[src/rtl/imem_fetch_pkg.sv]
// Shared constants and the default fetch-queue entry layout for the instruction fetch path.
package imem_fetch_pkg;

    localparam int unsigned INSTR_WIDTH           = 32;
    localparam int unsigned PC_STEP               = 4;
    localparam int unsigned DEFAULT_ADDRESS_WIDTH = 12;

    // Modules with a non-default ADDRESS_WIDTH declare a same-shaped local struct
    // and hand it to fetch_queue through its entry_t type parameter.
    typedef struct packed {
        logic [DEFAULT_ADDRESS_WIDTH-1:0] pc;
        logic [INSTR_WIDTH-1:0]           instr;
    } fetch_entry_t;

endpackage

[src/rtl/imem_fetch_ctrl_fetch_queue.sv]
// Synchronous FIFO of fetched {pc, instr} entries; flush wins over push and pop.
module fetch_queue
    import imem_fetch_pkg::*;
#(
    parameter int unsigned DEPTH   = 2,
    parameter type         entry_t = fetch_entry_t,
    localparam int unsigned PTR_W  = $clog2(DEPTH),
    localparam int unsigned CNT_W  = $clog2(DEPTH) + 1
) (
    input  logic             clk,
    input  logic             rst,
    input  logic             push_i,
    input  logic             pop_i,
    input  logic             flush_i,
    input  entry_t           push_data_i,
    output logic [CNT_W-1:0] count_o,
    output entry_t           head_o
);

    entry_t             mem_q [DEPTH];
    logic [PTR_W-1:0]   rd_ptr_q, rd_ptr_d;
    logic [PTR_W-1:0]   wr_ptr_q, wr_ptr_d;
    logic [CNT_W-1:0]   count_q, count_d;
    entry_t             hold_q, hold_d;
    logic               do_push, do_pop;
    logic               not_empty, has_room;

    always_comb begin
        not_empty = (count_q != '0);
        do_pop    = pop_i & ~flush_i & not_empty;
        has_room  = (count_q < CNT_W'(DEPTH)) | do_pop;
        do_push   = push_i & ~flush_i & has_room;

        rd_ptr_d  = rd_ptr_q;
        wr_ptr_d  = wr_ptr_q;
        count_d   = count_q;
        hold_d    = hold_q;

        // Shadow of the current head so the outputs keep their last value once empty.
        if (not_empty) begin
            hold_d = mem_q[rd_ptr_q];
        end

        if (flush_i) begin
            rd_ptr_d = '0;
            wr_ptr_d = '0;
            count_d  = '0;
        end else begin
            if (do_push) begin
                wr_ptr_d = wr_ptr_q + PTR_W'(1);
            end
            if (do_pop) begin
                rd_ptr_d = rd_ptr_q + PTR_W'(1);
            end
            case ({do_push, do_pop})
                2'b10:   count_d = count_q + CNT_W'(1);
                2'b01:   count_d = count_q - CNT_W'(1);
                default: count_d = count_q;
            endcase
        end
    end

    always_ff @(posedge clk) begin
        if (rst) begin
            rd_ptr_q <= '0;
            wr_ptr_q <= '0;
            count_q  <= '0;
            hold_q   <= '0;
        end else begin
            rd_ptr_q <= rd_ptr_d;
            wr_ptr_q <= wr_ptr_d;
            count_q  <= count_d;
            hold_q   <= hold_d;
        end
    end

    always_ff @(posedge clk) begin
        if (do_push) begin
            mem_q[wr_ptr_q] <= push_data_i;
        end
    end

    assign count_o = count_q;
    assign head_o  = not_empty ? mem_q[rd_ptr_q] : hold_q;

endmodule

[src/rtl/imem_fetch_ctrl.sv]
// Fetch sequencer: owns the fetch PC, queues ROM words, and flushes/refetches on redirect.
module imem_fetch_ctrl
    import imem_fetch_pkg::*;
#(
    parameter int unsigned              ADDRESS_WIDTH = 12,
    parameter int unsigned              DEPTH         = 2,
    parameter logic [ADDRESS_WIDTH-1:0] RESET_PC      = '0
) (
    input  logic                     clk,
    input  logic                     rst,
    output logic [ADDRESS_WIDTH-1:0] rom_addr,
    input  logic [INSTR_WIDTH-1:0]   rom_instr,
    input  logic                     fetch_en,
    input  logic                     redirect_valid,
    input  logic [ADDRESS_WIDTH-1:0] redirect_pc,
    output logic                     out_valid,
    output logic [INSTR_WIDTH-1:0]   out_instr,
    output logic [ADDRESS_WIDTH-1:0] out_pc,
    input  logic                     out_ready,
    output logic                     misalign_err
);

    localparam int unsigned CNT_W = $clog2(DEPTH) + 1;

    typedef struct packed {
        logic [ADDRESS_WIDTH-1:0] pc;
        logic [INSTR_WIDTH-1:0]   instr;
    } entry_t;

    logic [ADDRESS_WIDTH-1:0] fetch_pc_q, fetch_pc_d;
    logic                     misalign_q, misalign_d;
    logic [CNT_W-1:0]         count;
    entry_t                   head;
    entry_t                   push_entry;
    logic                     pop, push;

    always_comb begin
        out_valid  = (count != '0);
        pop        = out_valid & out_ready;
        push       = fetch_en & ~redirect_valid & ((count < CNT_W'(DEPTH)) | pop);

        push_entry = '{pc: fetch_pc_q, instr: rom_instr};

        fetch_pc_d = fetch_pc_q;
        if (redirect_valid) begin
            fetch_pc_d = {redirect_pc[ADDRESS_WIDTH-1:2], 2'b00};
        end else if (push) begin
            fetch_pc_d = fetch_pc_q + ADDRESS_WIDTH'(PC_STEP);
        end

        misalign_d = redirect_valid & (|redirect_pc[1:0]);
    end

    always_ff @(posedge clk) begin
        if (rst) begin
            fetch_pc_q <= RESET_PC;
            misalign_q <= 1'b0;
        end else begin
            fetch_pc_q <= fetch_pc_d;
            misalign_q <= misalign_d;
        end
    end

    fetch_queue #(
        .DEPTH   (DEPTH),
        .entry_t (entry_t)
    ) u_queue (
        .clk         (clk),
        .rst         (rst),
        .push_i      (push),
        .pop_i       (pop),
        .flush_i     (redirect_valid),
        .push_data_i (push_entry),
        .count_o     (count),
        .head_o      (head)
    );

    assign rom_addr     = fetch_pc_q;
    assign out_instr    = head.instr;
    assign out_pc       = head.pc;
    assign misalign_err = misalign_q;

endmodule

[config.mk]
export PLATFORM = sky130hd
export DESIGN_NAME = imem_fetch_ctrl
export DESIGN_NICKNAME = d
export VERILOG_FILES = /design/src/rtl/imem_fetch_pkg.sv /design/src/rtl/imem_fetch_ctrl_fetch_queue.sv /design/src/rtl/imem_fetch_ctrl.sv
export SDC_FILE = /design/constraint.sdc
export NUM_CORES = 1
export LEC_CHECK = 0
export CAP_MARGIN = 30
export CORE_MARGIN = 2
export CORE_UTILIZATION = 52
export DETAILED_ROUTE_END_ITERATION = 6
export GPL_TIMING_DRIVEN = 0
export PLACE_DENSITY_LB_ADDON = 0.25
export SLEW_MARGIN = 30
export SYNTH_ARGS = -nofsm -noshare
export SYNTH_HDL_FRONTEND = slang
export SYNTH_HIERARCHICAL = 1
export SYNTH_SLANG_ARGS = --single-unit
[constraint.sdc]
create_clock -name clk -period 4.7 [get_ports clk]
set_input_delay 1.175 -clock clk [delete_from_list [all_inputs] [get_ports clk]]
set_output_delay 1.175 -clock clk [all_outputs]
set_load 0.03 [all_outputs]
==> impl_metrics.xml <==
<?xml version="1.0" encoding="UTF-8"?>
<metrics>
  <group name="sta">
    <metric name="timing.fmax" unit="MHz">269</metric>
    <metric name="finalWorstSetupSlack" unit="ns">0.985</metric>
    <metric name="finalSetupViolations" unit="">0</metric>
    <metric name="fin_worst_skew" unit="ns">0.00976</metric>
    <metric name="layout_min_cycle_time" unit="ns">3.71</metric>
    <metric name="sum_of_negative_setup_slack" unit="ns">0</metric>
    <metric name="rsz_0062_raised_after_global_routing" unit="">no</metric>
    <metric name="finalHoldViolCount" unit="">0</metric>
    <metric name="drv_slew" unit="">0</metric>
    <metric name="final.hold.worst_slack" unit="ns">0.480</metric>
    <metric name="timing.slew.headroom" unit="">0.524</metric>
    <metric name="worst_pin_slew" unit="ns">0.713</metric>
    <metric name="period_share" unit="">0.790</metric>
  </group>
  <group name="power_and_ir_drop">
    <metric name="power-per-cell-area" unit="nW/um2">384</metric>
    <metric name="vdd_ir_drop_max" unit="V">0.000214</metric>
    <metric name="finalPower" unit="mW">2.95</metric>
    <metric name="total_leakage_power" unit="nW">2.75</metric>
  </group>
  <group name="placed_design">
    <metric name="detailedPlacementHpwl" unit="um">8310</metric>
    <metric name="gp_congestion" unit="">0.930</metric>
    <metric name="dp_slack" unit="ns">1.18</metric>
    <metric name="placement.io_buffers" unit="">104</metric>
  </group>
  <group name="layout">
    <metric name="post_route_cells_drive_above_1_share" unit="">0.140</metric>
    <metric name="antenna-diode-count" unit="">0</metric>
    <metric name="post-route-util" unit="">0.705</metric>
    <metric name="count_of_nets_after_finishing" unit="">661</metric>
    <metric name="syn2layout_area_growth" unit="%">32.0</metric>
  </group>
  <group name="clock_tree">
    <metric name="ctsHtreeMaxLevel" unit="">4</metric>
    <metric name="cts-root-buf" unit="">clkbuf_8</metric>
    <metric name="clock_tree_from_tritoncts" unit="">yes</metric>
    <metric name="path_clk_slew" unit="ns">0.06</metric>
    <metric name="post_cts_buffers" unit="">0</metric>
    <metric name="cts_hold_buffers" unit="">0</metric>
    <metric name="cts_sinks" unit="">148</metric>
    <metric name="num_cts_buffers" unit="">17</metric>
    <metric name="cts_max_path_buffers" unit="">2</metric>
    <metric name="post_cts_resized" unit="">0</metric>
    <metric name="worstSkewPairLatency" unit="ns">0.52</metric>
  </group>
  <group name="synthesis">
    <metric name="yosys.area_share.adder" unit="">0.00431</metric>
    <metric name="synthesized_area_fraction_occupied_by_ao_oa_aoi_and_oai_cells" unit="">0.0805</metric>
    <metric name="synth_xor_area_frac" unit="">0.0136</metric>
    <metric name="postSynthAreaPerCell" unit="um2">12.1</metric>
    <metric name="post_synth_instance_area" unit="um2">5810</metric>
    <metric name="netlist_instances" unit="">480</metric>
    <metric name="synth_simple_gate_area_share" unit="">0.207</metric>
    <metric name="post_synth_mux_area_share" unit="">0</metric>
    <metric name="synth-seq-cells" unit="">148</metric>
    <metric name="yosys_warnings" unit="">6</metric>
    <metric name="largest_family_of_logic_cells_by_synthesized_area" unit="">simple AND/OR/NAND/NOR gates</metric>
    <metric name="netlist-cell-type-count" unit="">38</metric>
    <metric name="synth-seq-area-share" unit="">0.661</metric>
  </group>
  <group name="routing">
    <metric name="drt-total-wl" unit="um">12400</metric>
    <metric name="vias" unit="">4042</metric>
    <metric name="firstDrtPassIters" unit="">4</metric>
    <metric name="dr.first_iter.drc_count" unit="">227</metric>
    <metric name="routed_via_density" unit="">5.30</metric>
    <metric name="route.detailed.drc" unit="">0</metric>
    <metric name="routedWlPerCell" unit="um">16.3</metric>
    <metric name="antenna_violating_nets_post_route" unit="">0</metric>
  </group>
  <group name="global_route">
    <metric name="antenna_found_initial" unit="">0</metric>
    <metric name="grt_pass1_wl" unit="um">19200</metric>
    <metric name="grt_remaining_overflow" unit="">0</metric>
    <metric name="first_global_vias" unit="">4059</metric>
    <metric name="grt_start_max_net_pins" unit="">45</metric>
    <metric name="grt.total_usage" unit="">0.214</metric>
  </group>
  <group name="floorplan">
    <metric name="dieWidth" unit="um">110</metric>
    <metric name="die_h" unit="um">110</metric>
    <metric name="start_util" unit="">0.534</metric>
    <metric name="coreArea" unit="um2">10900</metric>
    <metric name="boundaryPins" unit="">107</metric>
    <metric name="fp-row-count" unit="">38</metric>
    <metric name="die-area" unit="um2">12000</metric>
  </group>
  <group name="worst_setup_path">
    <metric name="path_max_fanout" unit="">10</metric>
    <metric name="critical-path-max-stage-delay" unit="ns">0.69</metric>
    <metric name="worst_ep_required_time" unit="ns">3.52</metric>
    <metric name="worstPathCellList" unit="">or2_1, buf_2, buf_2, nor2_1, nor2_1, clkdlybuf4s50_1</metric>
    <metric name="worstSetupStartpointType" unit="">flip-flop</metric>
    <metric name="worst_path_max_delay_cell" unit="">clkdlybuf4s50_1</metric>
    <metric name="timing.setup.critical_path_class" unit="">flip-flop to output pin</metric>
    <metric name="cp-end-kind" unit="">output pin</metric>
    <metric name="arrival" unit="ns">2.54</metric>
  </group>
  <group name="job">
    <metric name="max_cap_violations" unit="">0</metric>
  </group>
  <group name="worst_hold_path">
    <metric name="hold_class" unit="">flip-flop to flip-flop</metric>
  </group>
  <group name="status">
    <metric name="outcome" unit="">finished clean</metric>
  </group>
</metrics>
synthesized netlist by cell type (all sizes together):
cell / instances / share of area
nor2: 105 / 0.068
xor2: 5 / 0.0075
nand3: 4 / 0.0034
o21ai: 5 / 0.0043
and4: 1 / 0.0015
nor3: 45 / 0.061
or4: 1 / 0.0013
inv: 6 / 0.0039
nand2: 4 / 0.0026
or2: 4 / 0.0043
clkbuf: 7 / 0.0045
ha: 2 / 0.0043
and2: 2 / 0.0022
nor4: 2 / 0.0022
a311oi: 3 / 0.0045
a31oi: 1 / 0.0011
nand4: 2 / 0.0022
o21bai: 1 / 0.0013
o31ai: 1 / 0.0013
a211oi: 50 / 0.066
a21oi: 2 / 0.0017
xnor2: 4 / 0.0060
buf: 21 / 0.024
dfxtp: 60 / 0.21
or3: 5 / 0.0062
edfxtp: 88 / 0.45
nand2b: 2 / 0.0022
conb: 1 / 0.00065
nor2b: 46 / 0.050
final cells by class:
class,count,area (um2)
Buffer,28,168
Clock buffer,22,453
Clock inverter,10,108
Fill cell,769,3220
Inverter,6,25.0
Multi-Input combinational cell,303,1800
Sequential cell,148,3840
Tap cell,140,175
Timing Repair Buffer,106,1100
flip-flops by register name, summed over array words and instances (netlist names), named ones only:
register / cells
u_queue/rd_ptr_q: 1
u_queue/count_o: 2
rom_addr: 10
u_queue/mem_q: 88
u_queue/hold_q: 44
u_queue/wr_ptr_q: 1
misalign_err: 1
per-stage QoR:
step,cell area [um2],cells
after floorplan,5830,485
after global placement,7050,729
after detailed placement,7110,731
after CTS,7670,763
after global routing,7670,763
final,7670,763
layout by cell type, fill, tap and decap left out, types with 5 or more instances in the layout:
cell type        synthesis  routed
clkdlybuf4s50_1          0     104
nor2_1                 104     103
edfxtp_1                88      88
dfxtp_1                 60      60
a211oi_1                48      48
nor2b_1                 46      46
nor3_2                  26      26
nor3_1                  19      19
clkbuf_16                0      16
buf_2                   11      11
clkbuf_1                 7      10
conb_1                   1       6
xor2_1                   5       5
o21ai_0                  5       5
buf_4                    5       5
clkinv_2                 0       5
per-layer routing:
metal  track usage  vias to the layer above  share of wire
li1              -                     1970              -
met1         0.239                     1925           0.41
met2         0.387                      129           0.52
met3        0.0581                       18          0.057
met4        0.0841                        0          0.014
met5             0                        -              0
power breakdown:
part / leakage (nW) / switching (mW) / internal, mW
clock network: 0.271 / 0.484 / 0.778
registers: 1.29 / 0.0174 / 1.41
logic: 1.19 / 0.148 / 0.114
total: 2.75 / 0.649 / 2.30
cell families after synthesis:
group | count (synthesis)
fa+ha+maj | 2
simple gates | 223
compound gates | 63
buf+inv | 34
flops | 148
xor+xnor | 9
other cells | 1
critical path: cells and delay by family (launching register included):
family | cells | cell delay [ns]
buffers and inverters | 3 | 1.15
flip-flops | 1 | 0.50
AND/OR/NAND/NOR | 3 | 0.38
worst paths after layout:
path | startpoint | end | slack, ns | cells after the start
min reg2reg | u_queue/hold_q[39]$_SDFF_PP0_ | u_queue/hold_q[39]$_SDFF_PP0_ | 0.48 | 2
max | u_queue/count_o[1]$_SDFFE_PP0P_ | out_instr[5] | 0.99 | 6
max reg2reg | u_queue/count_o[1]$_SDFFE_PP0P_ | u_queue/mem_q[0][15]$_DFFE_PP_ | 2.48 | 6
min | u_queue/hold_q[39]$_SDFF_PP0_ | u_queue/hold_q[39]$_SDFF_PP0_ | 0.48 | 2
Note: power is estimated with default switching activity, not from simulation.
==> RTL change 1, RTL diff (same settings) <==
`DEPTH` is set to 2 in 2 places; all go to 4.
--- a/src/rtl/imem_fetch_ctrl_fetch_queue.sv
+++ b/src/rtl/imem_fetch_ctrl_fetch_queue.sv
@@ -4,3 +4,3 @@
 #(
-    parameter int unsigned DEPTH   = 2,
+    parameter int unsigned DEPTH   = 4,
     parameter type         entry_t = fetch_entry_t,
--- a/src/rtl/imem_fetch_ctrl.sv
+++ b/src/rtl/imem_fetch_ctrl.sv
@@ -5,3 +5,3 @@
     parameter int unsigned              ADDRESS_WIDTH = 12,
-    parameter int unsigned              DEPTH         = 2,
+    parameter int unsigned              DEPTH         = 4,
     parameter logic [ADDRESS_WIDTH-1:0] RESET_PC      = '0
Formal check against the unedited RTL: not equivalent (Yosys sat finds a counterexample within 4 cycles, from zero or initial values and one cycle with rst high).
==> RTL change 1 against the unedited design <==
Count of clock-buffer cells in the layout up 11; power up 50%; setup slack worse by 320 ps; synthesized area up 57%; sequential power up 62%; wire length up 35%; core utilization down 4.5 points; sequential cell count up 92; die area up 55%; final area up 48%.
==> RTL change 1: results (changes against the unedited design) <==
The flow ran to the end, and the final reports show no timing, DRC or antenna violations. The final-stage net count is 699 (was 661), and the maximum level of the CTS H-tree is 1 (was 4). The iteration-0 DRC count of the detailed router was 208 (was 227); the number of iterations in the first detailed-routing pass was 5 (was 4). The average vias per placed instance works out to 5.42 (was 5.30).

The tools report the total setup buffers inserted after CTS as 0 (unchanged). The number of flip-flops in the largest register is 176 (was 88), and the worst-case clock skew is 14.2 ps (was 9.76 ps). The placed cell count is 842 (was 731). The wire length reported by the detailed router is 16.8 mm (was 12.4 mm), and the slew at the pin with the worst max-slew slack is 697 ps (was 713 ps). The run gives 40 (was 38) as the unique cell type count in the Yosys netlist.

Total count of hold-check failures in the final report: 0 (unchanged). The logs give 3 (was 2) for the maximum count of clock buffers along a single path and 301 uV (was 214 uV) for the worst ir drop on vdd. The count of flip-flops with a built-in enable after synthesis came out at 176 (was 88).

The last weighted congestion value of the routability-driven placer is 0.857 (was 0.930), and the maximum number of pins on one net before global-route repair is 36 (was 45). The logs give 4798 (was 4042) for the routed via count and 10600 um^2 (was 7110 um^2) for the post-placement cell area. Delay contributed by the slowest stage of the critical path: 620 ps (was 690 ps).

Post-placement worst setup slack: 759 ps (was 1180 ps). The logs give 2860 ps (was 2540 ps) for the critical path data arrival time and 500 (was 480) for the synthesized instance count. The wire length of the first global-routing pass came out at 26.5 mm (was 19.2 mm).

The tools report the via count of the first global-routing pass as 5137 (was 4059). The clock root buffer is sky130_fd_sc_hd__clkbuf_16 (was sky130_fd_sc_hd__clkbuf_8). For the initial antenna violation count, the log shows 1 (was 0). Top cells by count, synth: 176 x sky130_fd_sc_hd__edfxtp_1, 64 x sky130_fd_sc_hd__dfxtp_1, 46 x sky130_fd_sc_hd__nor2b_1 (was 104 x sky130_fd_sc_hd__nor2_1, 88 x sky130_fd_sc_hd__edfxtp_1, 60 x sky130_fd_sc_hd__dfxtp_1). The clock buffer count from CTS was 24 (was 17).

The post-synthesis sequential area ratio is 0.719 (was 0.661). The share of cells above drive strength 1 works out to 0.222 (was 0.140). Ranking of synthesized cells by area: sky130_fd_sc_hd__edfxtp_1 58%, sky130_fd_sc_hd__dfxtp_1 14%, sky130_fd_sc_hd__mux4_2 11% (was sky130_fd_sc_hd__edfxtp_1 45%, sky130_fd_sc_hd__dfxtp_1 21%, sky130_fd_sc_hd__nor2_1 6.7%). Overall global routing resource usage: 0.186 (was 0.214).

The run gives 6 (unchanged) as the number of warnings printed during yosys synthesis. The final HPWL from detailed placement came out at 10.5 mm (was 8.31 mm). The run gives 3.84 nW (was 2.75 nW) as the leakage power.
## RTL change 1: changes by cell type after synthesis, sizes merged, moves of 4 or more
cell,delta
and2,+4
buf,-7
mux2,+44
a211oi,-44
nor3,-42
dfxtp,+4
edfxtp,+88
mux4,+44
ha,+4
inv,+5
nor2,-87
## RTL change 1: area by class of cell
cell class	count	area, um^2
Fill cell	1166	5860
Inverter	11	41.3
Clock buffer	33	666
Tap cell	225	282
Timing Repair Buffer	108	1130
Clock inverter	11	130
Multi-Input combinational cell	234	2420
Sequential cell	240	6570
Buffer	24	141
## RTL change 1: per-layer routing
metal / global-route usage / wire length, um
met1: 0.245 / 7070
met5: 0 / 13
met4: 0.0463 / 286
met2: 0.321 / 8450
met3: 0.0354 / 989
## RTL change 1: worst paths after layout
| path | start | end | slack [ps] | depth (start not counted) |
|---|---|---|---|---|
| worst max-delay path | flop | out_instr[31] | 660 | 5 |
| worst min-delay path | u_queue/rd_ptr_q[0] | u_queue/rd_ptr_q[0] | 550 | 2 |
| worst max register to register | u_queue/count_o[1] | u_queue/count_o[2] | 1890 | 11 |
| worst min register to register | u_queue/rd_ptr_q[0] | u_queue/rd_ptr_q[0] | 550 | 2 |
## RTL change 1: logic make-up after synthesis
kind of cell    synth area share
simple gates              0.0605
compound gates            0.0169
flops                      0.719
xor+xnor                 0.00960
fa+ha+maj                 0.0104
other cells             0.000411
mux                        0.163
buf+inv                   0.0200
## RTL change 1: where the power goes
part	total [mW]	internal [mW]	switching (mW)
Sequential	2.32	2.30	0.0188
Clock	1.89	1.15	0.741
Combinational	0.218	0.105	0.113
Total	4.43	3.56	0.873
==> RTL change 2, RTL diff (config.mk and constraints unchanged) <==
Made on the original files. The output `misalign_err` loses its register stage (`misalign_q` becomes a continuous assignment).
--- a/src/rtl/imem_fetch_ctrl.sv
+++ b/src/rtl/imem_fetch_ctrl.sv
@@ -56,8 +56,8 @@
             fetch_pc_q <= RESET_PC;
-            misalign_q <= 1'b0;
         end else begin
             fetch_pc_q <= fetch_pc_d;
-            misalign_q <= misalign_d;
         end
     end
+
+    assign misalign_q = misalign_d;
 
Behaviour: not the same (Yosys sat finds a counterexample within 4 cycles, from zero or initial values and one cycle with rst high).
==> RTL change 2 against the unedited design <==
Count of clock-buffer cells in the layout down 1; setup slack worse by 400 ps; final area up 1.1%; critical endpoint is now misalign_err; synthesized area down 0.37%; wire length down 0.72%; power up 5.8%; die area down 0.36%; non-clock buffer count unchanged; via count about the same; global-route usage about the same; sequential cell count down 1.
==> RTL change 2: results (changes against the unedited design) <==
The share of cells above drive strength 1 was 0.145 (was 0.140). The worst-case clock skew came out at 6.76 ps (was 9.76 ps). The overall global routing resource usage is 0.214 (about the same).

The run gives 4044 (was 4042) as the routed via count. Top cells by count, synth: 105 x sky130_fd_sc_hd__nor2_1, 88 x sky130_fd_sc_hd__edfxtp_1, 59 x sky130_fd_sc_hd__dfxtp_1 (was 104 x sky130_fd_sc_hd__nor2_1, 88 x sky130_fd_sc_hd__edfxtp_1, 60 x sky130_fd_sc_hd__dfxtp_1). The logs give 5 (was 4) for the number of iterations in the first detailed-routing pass and 199 uV (was 214 uV) for the worst ir drop on vdd.

The wire length reported by the detailed router came out at 12.3 mm (was 12.4 mm). The final standard cell count with taps included and fillers excluded was 762 (was 763). The number of warnings printed during yosys synthesis came out at 6 (unchanged).

Beginning of the worst hold path: u_queue/hold_q[37] (was u_queue/hold_q[39]). The type of the most critical hold path was reg2reg (unchanged). Clock root buffer: sky130_fd_sc_hd__clkbuf_8 (unchanged).

The post-placement cell area came out at 7110 um^2 (about the same). The last weighted congestion value of the routability-driven placer is 0.864 (was 0.930). The run finished with clean final reports.

The worst slew margin relative to its limit is 0.476 (was 0.524). For the clock insertion delay at the later pin of the skew report, the log shows 520 ps (about the same). The number of input and output port buffers inserted came out at 103 (was 104). Ranking of synthesized cells by area: sky130_fd_sc_hd__edfxtp_1 46%, sky130_fd_sc_hd__dfxtp_1 20%, sky130_fd_sc_hd__nor2_1 6.8% (was sky130_fd_sc_hd__edfxtp_1 45%, sky130_fd_sc_hd__dfxtp_1 21%, sky130_fd_sc_hd__nor2_1 6.7%). The leakage power came out at 2.80 nW (was 2.75 nW). The tools report the maximum level of the CTS H-tree as 4 (unchanged). Clock buffer count from CTS: 17 (unchanged). Critical path data arrival time: 2940 ps (was 2540 ps). The wire length of the first global-routing pass was 18.9 mm (was 19.2 mm); the maximum number of pins on one net before global-route repair was 24 (was 45). For the total setup buffers inserted after CTS, the log shows 0 (unchanged). Average cell area after synthesis: 12.1 um^2 (about the same).

The iteration-0 DRC count of the detailed router was 182 (was 227). The run gives 620 ps (was 1180 ps) as the post-placement worst setup slack. The launching instance or port of the critical path is redirect_valid (was u_queue/count_o[1]). The count of flip-flops with a built-in enable after synthesis was 88 (unchanged).

The post-synthesis sequential area ratio was 0.660 (was 0.661). The logs give 660 (was 661) for the final-stage net count and 8.13 mm (was 8.31 mm) for the final HPWL from detailed placement. The number of flip-flops in the largest register was 88 (unchanged). Placed cell count: 730 (was 731).
## RTL change 2: changes by cell type after synthesis
cell	before	now
sky130_fd_sc_hd__nor3_1	19	18
sky130_fd_sc_hd__clkbuf_1	7	6
sky130_fd_sc_hd__buf_1	1	2
sky130_fd_sc_hd__nor2_1	104	105
sky130_fd_sc_hd__dfxtp_1	60	59
## RTL change 2: report_power, final
| group | switching, mW | total [mW] | internal [mW] |
|---|---|---|---|
| combinational | 0.148 | 0.264 | 0.115 |
| sequential | 0.0169 | 1.42 | 1.40 |
| clock | 0.498 | 1.44 | 0.941 |
| total | 0.664 | 3.12 | 2.46 |
## RTL change 2: critical path, cell delays in order
cell and delay [ps]:
sky130_fd_sc_hd__clkdlybuf4s50_1 570, sky130_fd_sc_hd__inv_1 100, sky130_fd_sc_hd__clkbuf_1 240, sky130_fd_sc_hd__nor2_1 160, sky130_fd_sc_hd__clkdlybuf4s50_1 680
## RTL change 2: cell families after synthesis
logic type | count (synthesis) | share of synthesized area
AND/OR/NAND/NOR | 223 | 0.207
adder cells (fa/ha/maj) | 2 | 0.00432
AO/OA/AOI/OAI | 63 | 0.0808
flip-flops | 147 | 0.660
other | 1 | 0.000648
buffers and inverters | 34 | 0.0328
XOR/XNOR | 9 | 0.0136
## RTL change 2: layout make-up
| type | count | area [um^2] |
|---|---|---|
| Buffer | 28 | 168 |
| Multi-Input combinational cell | 303 | 1800 |
| Tap cell | 140 | 175 |
| Timing Repair Buffer | 106 | 1110 |
| Sequential cell | 147 | 3820 |
| Clock inverter | 11 | 171 |
| Fill cell | 757 | 3080 |
| Inverter | 6 | 22.5 |
| Clock buffer | 21 | 482 |
## RTL change 2: path summary, 6_finish.rpt
| path | end | slack [ps] | cells past startpoint |
|---|---|---|---|
| setup / recovery | misalign_err | 590 | 5 |
| hold / removal | u_queue/hold_q[37] | 490 | 2 |
| setup reg to reg | u_queue/mem_q[0][15] | 2330 | 7 |
| hold reg to reg | u_queue/hold_q[37] | 490 | 2 |
## RTL change 2: metrics by stage
step | hold WS, ps | setup TNS (ps) | power, mW | utilization
after floorplan | 456 | 0 | 1.58 | -
after global placement | 463 | -50710 | 1.70 | 0.647
after detailed placement | 474 | 0 | 1.70 | 0.655
after CTS | 488 | 0 | 3.14 | 0.716
after global routing | 506 | 0 | 3.22 | 0.716
final | 486 | 0 | 3.12 | 0.716
## RTL change 2: per-layer routing
layer	vias to the layer above	GRT usage	wire [um]
li1	1971	-	-
met1	1927	0.234	5110
met2	124	0.389	6340
met3	22	0.0557	645
met4	0	0.0940	242
met5	-	0	0
